<file path="config.mk">
export PLATFORM = sky130hd
export DESIGN_NAME = uc_irq
export DESIGN_NICKNAME = d
export VERILOG_FILES = /design/src/rtl/uc_irq.sv
export SDC_FILE = /design/constraint.sdc
export NUM_CORES = 1
export LEC_CHECK = 0
export BUFFER_PORTS_ARGS = -buffer_cell sky130_fd_sc_hd__buf_4
export CAP_MARGIN = 20
export CORE_MARGIN = 4
export CORE_UTILIZATION = 35
export DETAILED_ROUTE_END_ITERATION = 12
export HOLD_SLACK_MARGIN = 0.05
export SYNTH_ARGS = -nofsm -noshare
export SYNTH_HDL_FRONTEND = slang
export SYNTH_SLANG_ARGS = --single-unit
export TNS_END_PERCENT = 30
</file>
<file path="constraint.sdc">
create_clock -name clk -period 4.4 [get_ports clk]
set_input_delay 0.22 -clock clk [delete_from_list [all_inputs] [get_ports clk]]
set_output_delay 0.22 -clock clk [all_outputs]
set_load 0.005 [all_outputs]
</file>
<file path="src/rtl/uc_irq.sv">
// uc_irq: instruction decode and control unit with a registered zero flag,
// return-stack occupancy tracking, stall handling and vectored interrupt
// entry/return.
//
// Ports:
//   clk, reset        clock and synchronous active-high reset
//   opcode[5:0]       current instruction opcode
//   z                 ALU zero output, captured into the branch flag
//   stall             freeze request; suppresses all side effects this cycle
//   irq[NUM_IRQ-1:0]  level-sensitive interrupt requests (bit 0 = highest)
//   we3, s_inm, s_inc, s_in, s_out, out_in, s_subrutina, s_ra, s_rel, op
//                     datapath controls
//   pc_en             PC register load enable
//   push, pop         return-stack write / read-advance strobes
//   s_irq             PC mux selects the interrupt vector
//   irq_vec           index of the interrupt being taken
//   irq_ack           one-hot acknowledge, entry cycle only
//   sp                return-stack occupancy
//   stk_err           sticky stack fault
//   ie                interrupt enable
//   in_isr            interrupt service state
module uc_irq #(
  parameter int STACK_DEPTH = 8,
  parameter int NUM_IRQ     = 4,
  localparam int SPW        = $clog2(STACK_DEPTH + 1),
  localparam int IRQW       = (NUM_IRQ > 1) ? $clog2(NUM_IRQ) : 1
) (
  input  logic               clk,
  input  logic               reset,
  input  logic [5:0]         opcode,
  input  logic               z,
  input  logic               stall,
  input  logic [NUM_IRQ-1:0] irq,
  output logic               we3,
  output logic               s_inm,
  output logic               s_inc,
  output logic               s_in,
  output logic               s_out,
  output logic               out_in,
  output logic               s_subrutina,
  output logic               s_ra,
  output logic               s_rel,
  output logic [2:0]         op,
  output logic               pc_en,
  output logic               push,
  output logic               pop,
  output logic               s_irq,
  output logic [IRQW-1:0]    irq_vec,
  output logic [NUM_IRQ-1:0] irq_ack,
  output logic [SPW-1:0]     sp,
  output logic               stk_err,
  output logic               ie,
  output logic               in_isr
);

  localparam logic [5:0] OP_RETI = 6'b111001;
  localparam logic [5:0] OP_REL  = 6'b111010;
  localparam logic [5:0] OP_CALL = 6'b111011;
  localparam logic [5:0] OP_RET  = 6'b111101;
  localparam logic [5:0] OP_OUT  = 6'b111110;
  localparam logic [5:0] OP_IN   = 6'b111111;
  localparam logic [5:0] OP_EI   = 6'b001101;
  localparam logic [5:0] OP_DI   = 6'b001110;

  localparam logic [SPW-1:0] SP_MAX = SPW'(STACK_DEPTH);
  localparam logic [SPW-1:0] SP_ONE = SPW'(1);

  typedef enum logic {RUN, ISR} state_t;

  state_t         state, state_nxt;
  logic           flag, flag_nxt;
  logic           ie_nxt;
  logic           stk_err_nxt;
  logic [SPW-1:0] sp_nxt;
  logic [IRQW-1:0] irq_idx;
  logic           take_irq;

  // Lowest-numbered active request wins.
  always_comb begin
    irq_idx = '0;
    for (int i = NUM_IRQ - 1; i >= 0; i--) begin
      if (irq[i]) irq_idx = IRQW'(i);
    end
  end

  // Entry needs a free stack slot for the interrupted PC; otherwise it waits.
  assign take_irq = (state == RUN) && ie && (|irq) && !stall && (sp < SP_MAX);
  assign in_isr   = (state == ISR);

  always_comb begin
    we3         = 1'b0;
    s_inm       = 1'b0;
    s_inc       = 1'b1;
    s_in        = 1'b0;
    s_out       = 1'b0;
    out_in      = 1'b0;
    s_subrutina = 1'b0;
    s_ra        = 1'b0;
    s_rel       = 1'b0;
    op          = 3'd0;
    pc_en       = 1'b1;
    push        = 1'b0;
    pop         = 1'b0;
    s_irq       = 1'b0;
    irq_vec     = '0;
    irq_ack     = '0;
    state_nxt   = state;
    flag_nxt    = flag;
    ie_nxt      = ie;
    sp_nxt      = sp;
    stk_err_nxt = stk_err;

    if (take_irq) begin
      // The opcode on the bus is not executed; its PC is pushed so it
      // re-executes after RETI.
      s_irq     = 1'b1;
      s_inc     = 1'b0;
      push      = 1'b1;
      irq_vec   = irq_idx;
      irq_ack   = NUM_IRQ'(1) << irq_idx;
      sp_nxt    = sp + SP_ONE;
      ie_nxt    = 1'b0;
      state_nxt = ISR;
    end else begin
      casez (opcode)
        6'b??0???: begin
          we3      = 1'b1;
          op       = opcode[2:0];
          flag_nxt = z;
        end
        6'b??1000: begin
          we3   = 1'b1;
          s_inm = 1'b1;
        end
        6'b?01001: s_inc = 1'b0;
        6'b?01010: s_inc = ~flag;
        6'b?01011: s_inc = flag;
        6'b??1100: out_in = 1'b1;
        OP_REL: begin
          s_inc = 1'b0;
          s_rel = 1'b1;
        end
        OP_CALL: begin
          if (sp < SP_MAX) begin
            s_inc       = 1'b0;
            s_subrutina = 1'b1;
            push        = 1'b1;
            sp_nxt      = sp + SP_ONE;
          end else begin
            stk_err_nxt = 1'b1;
          end
        end
        OP_RET: begin
          if (sp != '0) begin
            s_inc  = 1'b0;
            s_ra   = 1'b1;
            pop    = 1'b1;
            sp_nxt = sp - SP_ONE;
          end else begin
            stk_err_nxt = 1'b1;
          end
        end
        OP_RETI: begin
          if ((state == ISR) && (sp != '0)) begin
            s_inc     = 1'b0;
            s_ra      = 1'b1;
            pop       = 1'b1;
            sp_nxt    = sp - SP_ONE;
            ie_nxt    = 1'b1;
            state_nxt = RUN;
          end else begin
            stk_err_nxt = 1'b1;
          end
        end
        OP_OUT: s_out = 1'b1;
        OP_IN: begin
          we3  = 1'b1;
          s_in = 1'b1;
        end
        OP_EI: if (state == RUN) ie_nxt = 1'b1;
        OP_DI: if (state == RUN) ie_nxt = 1'b0;
        default: ;
      endcase

      // A stalled cycle keeps its decode visible but commits nothing.
      if (stall) begin
        pc_en       = 1'b0;
        we3         = 1'b0;
        push        = 1'b0;
        pop         = 1'b0;
        s_out       = 1'b0;
        out_in      = 1'b0;
        s_in        = 1'b0;
        irq_ack     = '0;
        state_nxt   = state;
        flag_nxt    = flag;
        ie_nxt      = ie;
        sp_nxt      = sp;
        stk_err_nxt = stk_err;
      end
    end

    if (reset) begin
      pc_en   = 1'b0;
      we3     = 1'b0;
      push    = 1'b0;
      pop     = 1'b0;
      s_out   = 1'b0;
      out_in  = 1'b0;
      s_in    = 1'b0;
      s_irq   = 1'b0;
      irq_ack = '0;
    end
  end

  always_ff @(posedge clk) begin
    if (reset) begin
      state   <= RUN;
      flag    <= 1'b0;
      ie      <= 1'b0;
      sp      <= '0;
      stk_err <= 1'b0;
    end else begin
      state   <= state_nxt;
      flag    <= flag_nxt;
      ie      <= ie_nxt;
      sp      <= sp_nxt;
      stk_err <= stk_err_nxt;
    end
  end

endmodule

</file>
* After elaboration in Yosys (flattened, before gate mapping)
Cells that the tools add are included.
** Word-level totals
- Latch bits :: 0
- Register bits after elaboration :: 8
- RAM bits :: 0
- Output and inout port bits :: 29
- Word-level logic and storage cells :: 128
- ROM bits :: 0
- Memories kept :: 0
** Operators by class
- Divide/modulo/power cells :: 0
- Shift operators :: 1
- Mux-type cells :: 70
- Eq/ne operators :: 23
- Reductions and logical operators :: 21
- $lt $le $gt $ge :: 1
- Multipliers :: 0
- Add/subtract/negate cells :: 2
- Bitwise logic cells :: 5
** Operators by type and width (number)
- 1-bit two-way mux :: 51
- 6-bit == test (second input constant) :: 6
- 4-bit two-way mux :: 7
- 5-bit by 4-bit == test with 1-bit output (second input constant) :: 3
- 6-bit by 4-bit == test with 1-bit output (second input constant) :: 2
- 2-bit != test (second input constant) :: 6
- 4-bit case mux with 3 select lines :: 1
- 2-bit two-way mux :: 5
- 5-bit AND reduction :: 2
- 3-bit != test (second input constant) :: 3
- 4-bit == test (second input constant) :: 2
- 4-bit nonzero test :: 2
- 3-bit two-way mux :: 2
- 1-bit case mux with 3 select lines :: 2
- 1-bit case mux with 6 select lines :: 1
- 3-bit AND reduction :: 2
- 6-bit AND reduction :: 1
- 3-bit nonzero test :: 2
- 1-bit logical AND :: 5
- 1-bit inverter :: 5
- 4-bit by 1-bit adder with 4-bit output (second input constant) :: 1
- 4-bit less-than comparator (second input constant) :: 1
- 2-bit nonzero test :: 2
- 2-bit OR reduction :: 2
- 7 further kinds :: 7

* Logic depth before layout (Yosys ltp)
- Word-level depth :: 7
- Gate-level depth with buffers :: 7
- Depth with buffers taken out :: 7

* Least setup slack after synthesis
No wires, ideal clock.
- Kind :: register -> register
- From :: register state, in the netlist in_isr
- To :: register sp[2]
- Data arrival time :: 1.947 ns
- Buffers on the path :: 1
- Period minus slack after synthesis :: 2.017 ns
- Path slack :: 2.383 ns
- Cell stages (with the launch flop) :: 7
- Setup time :: 0.070 ns
- Path through :: dfxtp_1 -> or4b_1 -> buf_2 -> a211o_1 -> a31o_1 -> or3_1 -> a21oi_1
** On the way
- Longest elaborated chain between the ends :: 7
** RTL lines
- from (decl) :: line 70 : state_t state, state_nxt;
- from (signal assigned) :: line 224 : state <= state_nxt;
- 1-bit inverter
- 1-bit logical AND (4 in series) :: line 87 : assign take_irq = (state == RUN) && ie && (|irq) && !stall && (sp < SP_MAX);
- 3-bit != test (no line), or another cell as far along
- 5-bit AND reduction (no line)
- to (signal assigned) :: line 227 : sp <= sp_nxt;
- to (decl) :: line 50 : output logic [SPW-1:0] sp,
Several ways; a longest one is shown, not always the timed one.
A chain may end at the register's enable or synchronous reset.

* Worst setup path in the final report
- From :: register state, in the netlist in_isr
- To :: output op[1]
** On the way
- Longest elaborated chain between the ends :: 6
** RTL lines
- 1-bit inverter
- 1-bit logical AND (4 in series) :: line 87
- 3-bit two-way mux :: line 113 : if (take_irq) begin
- to (decl) :: line 43 : output logic [2:0] op,
No other way between the ends.

==> out/summary.txt <==
Worst-Margin Slew: 0.694 ns
Site row count: 17
Switching Share: 0.278
Synth area leader: dfxtp_1
Die height: 56.5 um
Max-Cap Viols: 0
N_diodes: 0
WL final: 2.53 mm
Logic pwr share: 0.266
Port buffer count: 42
First-pass GRT wire length: 4.04 mm
Flops & latches, synth: 8
Initial antenna violation count: 0
Die Span X: 56.5 um
Vias: 1019
Io pins: 43
Asr flop ratio synth: 0
Final #Nets: 174
Run status: finished, final reports clean
TritonCTS clock tree: built
Die footprint: 3190 um^2
Slew Viols, Final: 0
WL/cell: 13.7 um
Met1 wire length: 1.10 mm
Largest net degree at the start of global routing: 16
Initial Util: 0.368
Core area: 2230 um^2
Net Sw Power: 49.2 uW
Post-CTS Setup Bufs: 0
Fin crit share: 0.556
Finish-stage setup viols: 0
Clock Path Buffers: 2
Worst EP required: 4.18 ns
Vias/cell: 5.54
Peak VDD IR: 0.000157 V
Post-route DRC violation count: 0
Top cells by area, synth: dfxtp_1, nor2_1, a21oi_1
Post-Place Cell Area: 1140 um^2
Synth top area share: 0.195
CP Class: flop to primary output
Design Power: 177 uW
CP Launch Type: flop
Avg Cell Area, Syn: 6.97 um^2
1st-iter DRT viols: 16
Highest routed layer: met4
Vias in the first global route: 904
Fin. Hold Viols: 0
Post-CTS resize count: 0
RSZ-0062 raised after global routing: no
Clk pwr share: 0.312
Hold-fix buffers at CTS: 0
Drt first pass iters: 4
Crit end category: primary output
Critical path fanouts, max: 9
Yosys cell types: 37
CTS root buffer: clkbuf_4
Post-DRT Antenna Nets: 0
Mapped cell area: 822 um^2
GPL Wtd Cong: 0.815
Final worst clock skew: 0.00576 ns
Commonest cells in the netlist: nor2_1, a21oi_1, dfxtp_1
Clk_lat worst skew: 0.25 ns
Met3 wire length: 185 um
Power per cell area: 151 nW/um^2
Clock sink total: 8
Layout cell share with drive strength beyond 1: 0.308
Clock slew at reported path FFs: 0.05 ns
H-tree levels: 1
Cell Int Power: 128 uW
Worst slew margin: 0.533
Fin Setup TNS: 0 ns
Num CTS Buffers: 3
Min Hold Slack: 0.208 ns
Total gr overflow: 0
Gr usage total: 0.155
Hold Crit Class: input pin to flop
Met2 WL: 1.21 mm
Shortest period the worst path allows: 2.45 ns
Syn_nets: 134
Seq pwr share: 0.421
EDFF count, synth: 0
Seq/Total Area, Yosys: 0.195
Area growth, synth to finish: 42.0%
Leakage power: 0.517 nW
Most frequently used cell type in the post-synthesis netlist: nor2_1
Worst Path Arrival: 2.23 ns
Final Cell Area: 1170 um^2
Yosys warning count: 0
Main synth FF type: dfxtp_1
DP Wirelength: 2.01 mm
Post-Syn Instances: 118
Max Clk Rate: 409 MHz
[power groups by stage]
stage / clock [mW] / combinational (mW) / sequential, mW
finish: 0.0552 / 0.0470 / 0.0745
global route: 0.0612 / 0.0519 / 0.0745
CTS: 0.0581 / 0.0470 / 0.0744
detailed placement: 0 / 0.0470 / 0.0760
global placement: 0 / 0.0467 / 0.0759
floorplan: 0 / 0.0241 / 0.0759
[registers in the layout, indices dropped and copies added (netlist names)]
signal and count:
ie 1, stk_err 1, sp 4, in_isr 1, flag 1
[final cells by class]
cell class	instances	area [um^2]
Clock buffer	3	22.5
Fill cell	239	1070
Inverter	6	22.5
Multi-Input combinational cell	97	612
Sequential cell	8	160
Tap cell	28	35.0
Timing Repair Buffer	42	315
[placed cells by master (no fill, tap or decap), types with 2 or more instances in the layout]
cell type   n
nand3b_1    2
inv_1       6
or3_1       4
a221oi_1    2
buf_4      42
o21ai_0     7
nor3_1      5
nor3b_1     2
xnor2_1     2
mux2i_1     3
nor4_1      5
a21oi_1     8
and4b_1     3
a211oi_1    2
dfxtp_1     8
nor2_1     17
nand4_1     2
clkbuf_4    3
and2_1      6
nand3_1     3
nand4b_1    2
nand2b_1    2
nand2_1     5
ha_1        2
[stage by stage]
step	worst slack, ns	util	std cells
floorplan	2.38	-	118
global placement	2.31	0.513	181
detailed placement	2.26	0.513	181
CTS	1.98	0.523	184
global route	1.86	0.523	184
finish	1.95	0.523	184
[worst max-delay path, stage by stage, from the launching register on]
cell	delay, ns
dfxtp_1	0.35
or4b_1	0.67
nor2_1	0.52
nor2_1	0.13
and2_1	0.19
buf_4	0.13
[per-layer routing]
layer / track usage / vias up
li1: - / 515
met1: 0.196 / 463
met2: 0.257 / 37
met3: 0.0437 / 4
met4: 0.0407 / 0
met5: 0 / -
[cells by family (layout without fill, tap and decap cells)]
logic type / Yosys count / in the layout / synth area share
adders and majority gates: 2 / 2 / 0.0304
buffers and inverters: 13 / 51 / 0.0609
and+or+nand+nor: 65 / 65 / 0.457
xor gates and xnor gates: 3 / 3 / 0.0320
AOI/OAI and AO/OA: 24 / 24 / 0.189
DFF: 8 / 8 / 0.195
muxes: 3 / 3 / 0.0365
[path summary, 6_finish.rpt]
| path | startpoint | to | slack (ns) | cells after the start |
|---|---|---|---|---|
| min | z | flag | 0.21 | 3 |
| min reg2reg | stk_err | stk_err | 0.45 | 2 |
| max reg2reg | in_isr | sp[2] | 2.24 | 5 |
| max | in_isr | op[1] | 1.95 | 5 |
Power figures use the tool's default switching activity.
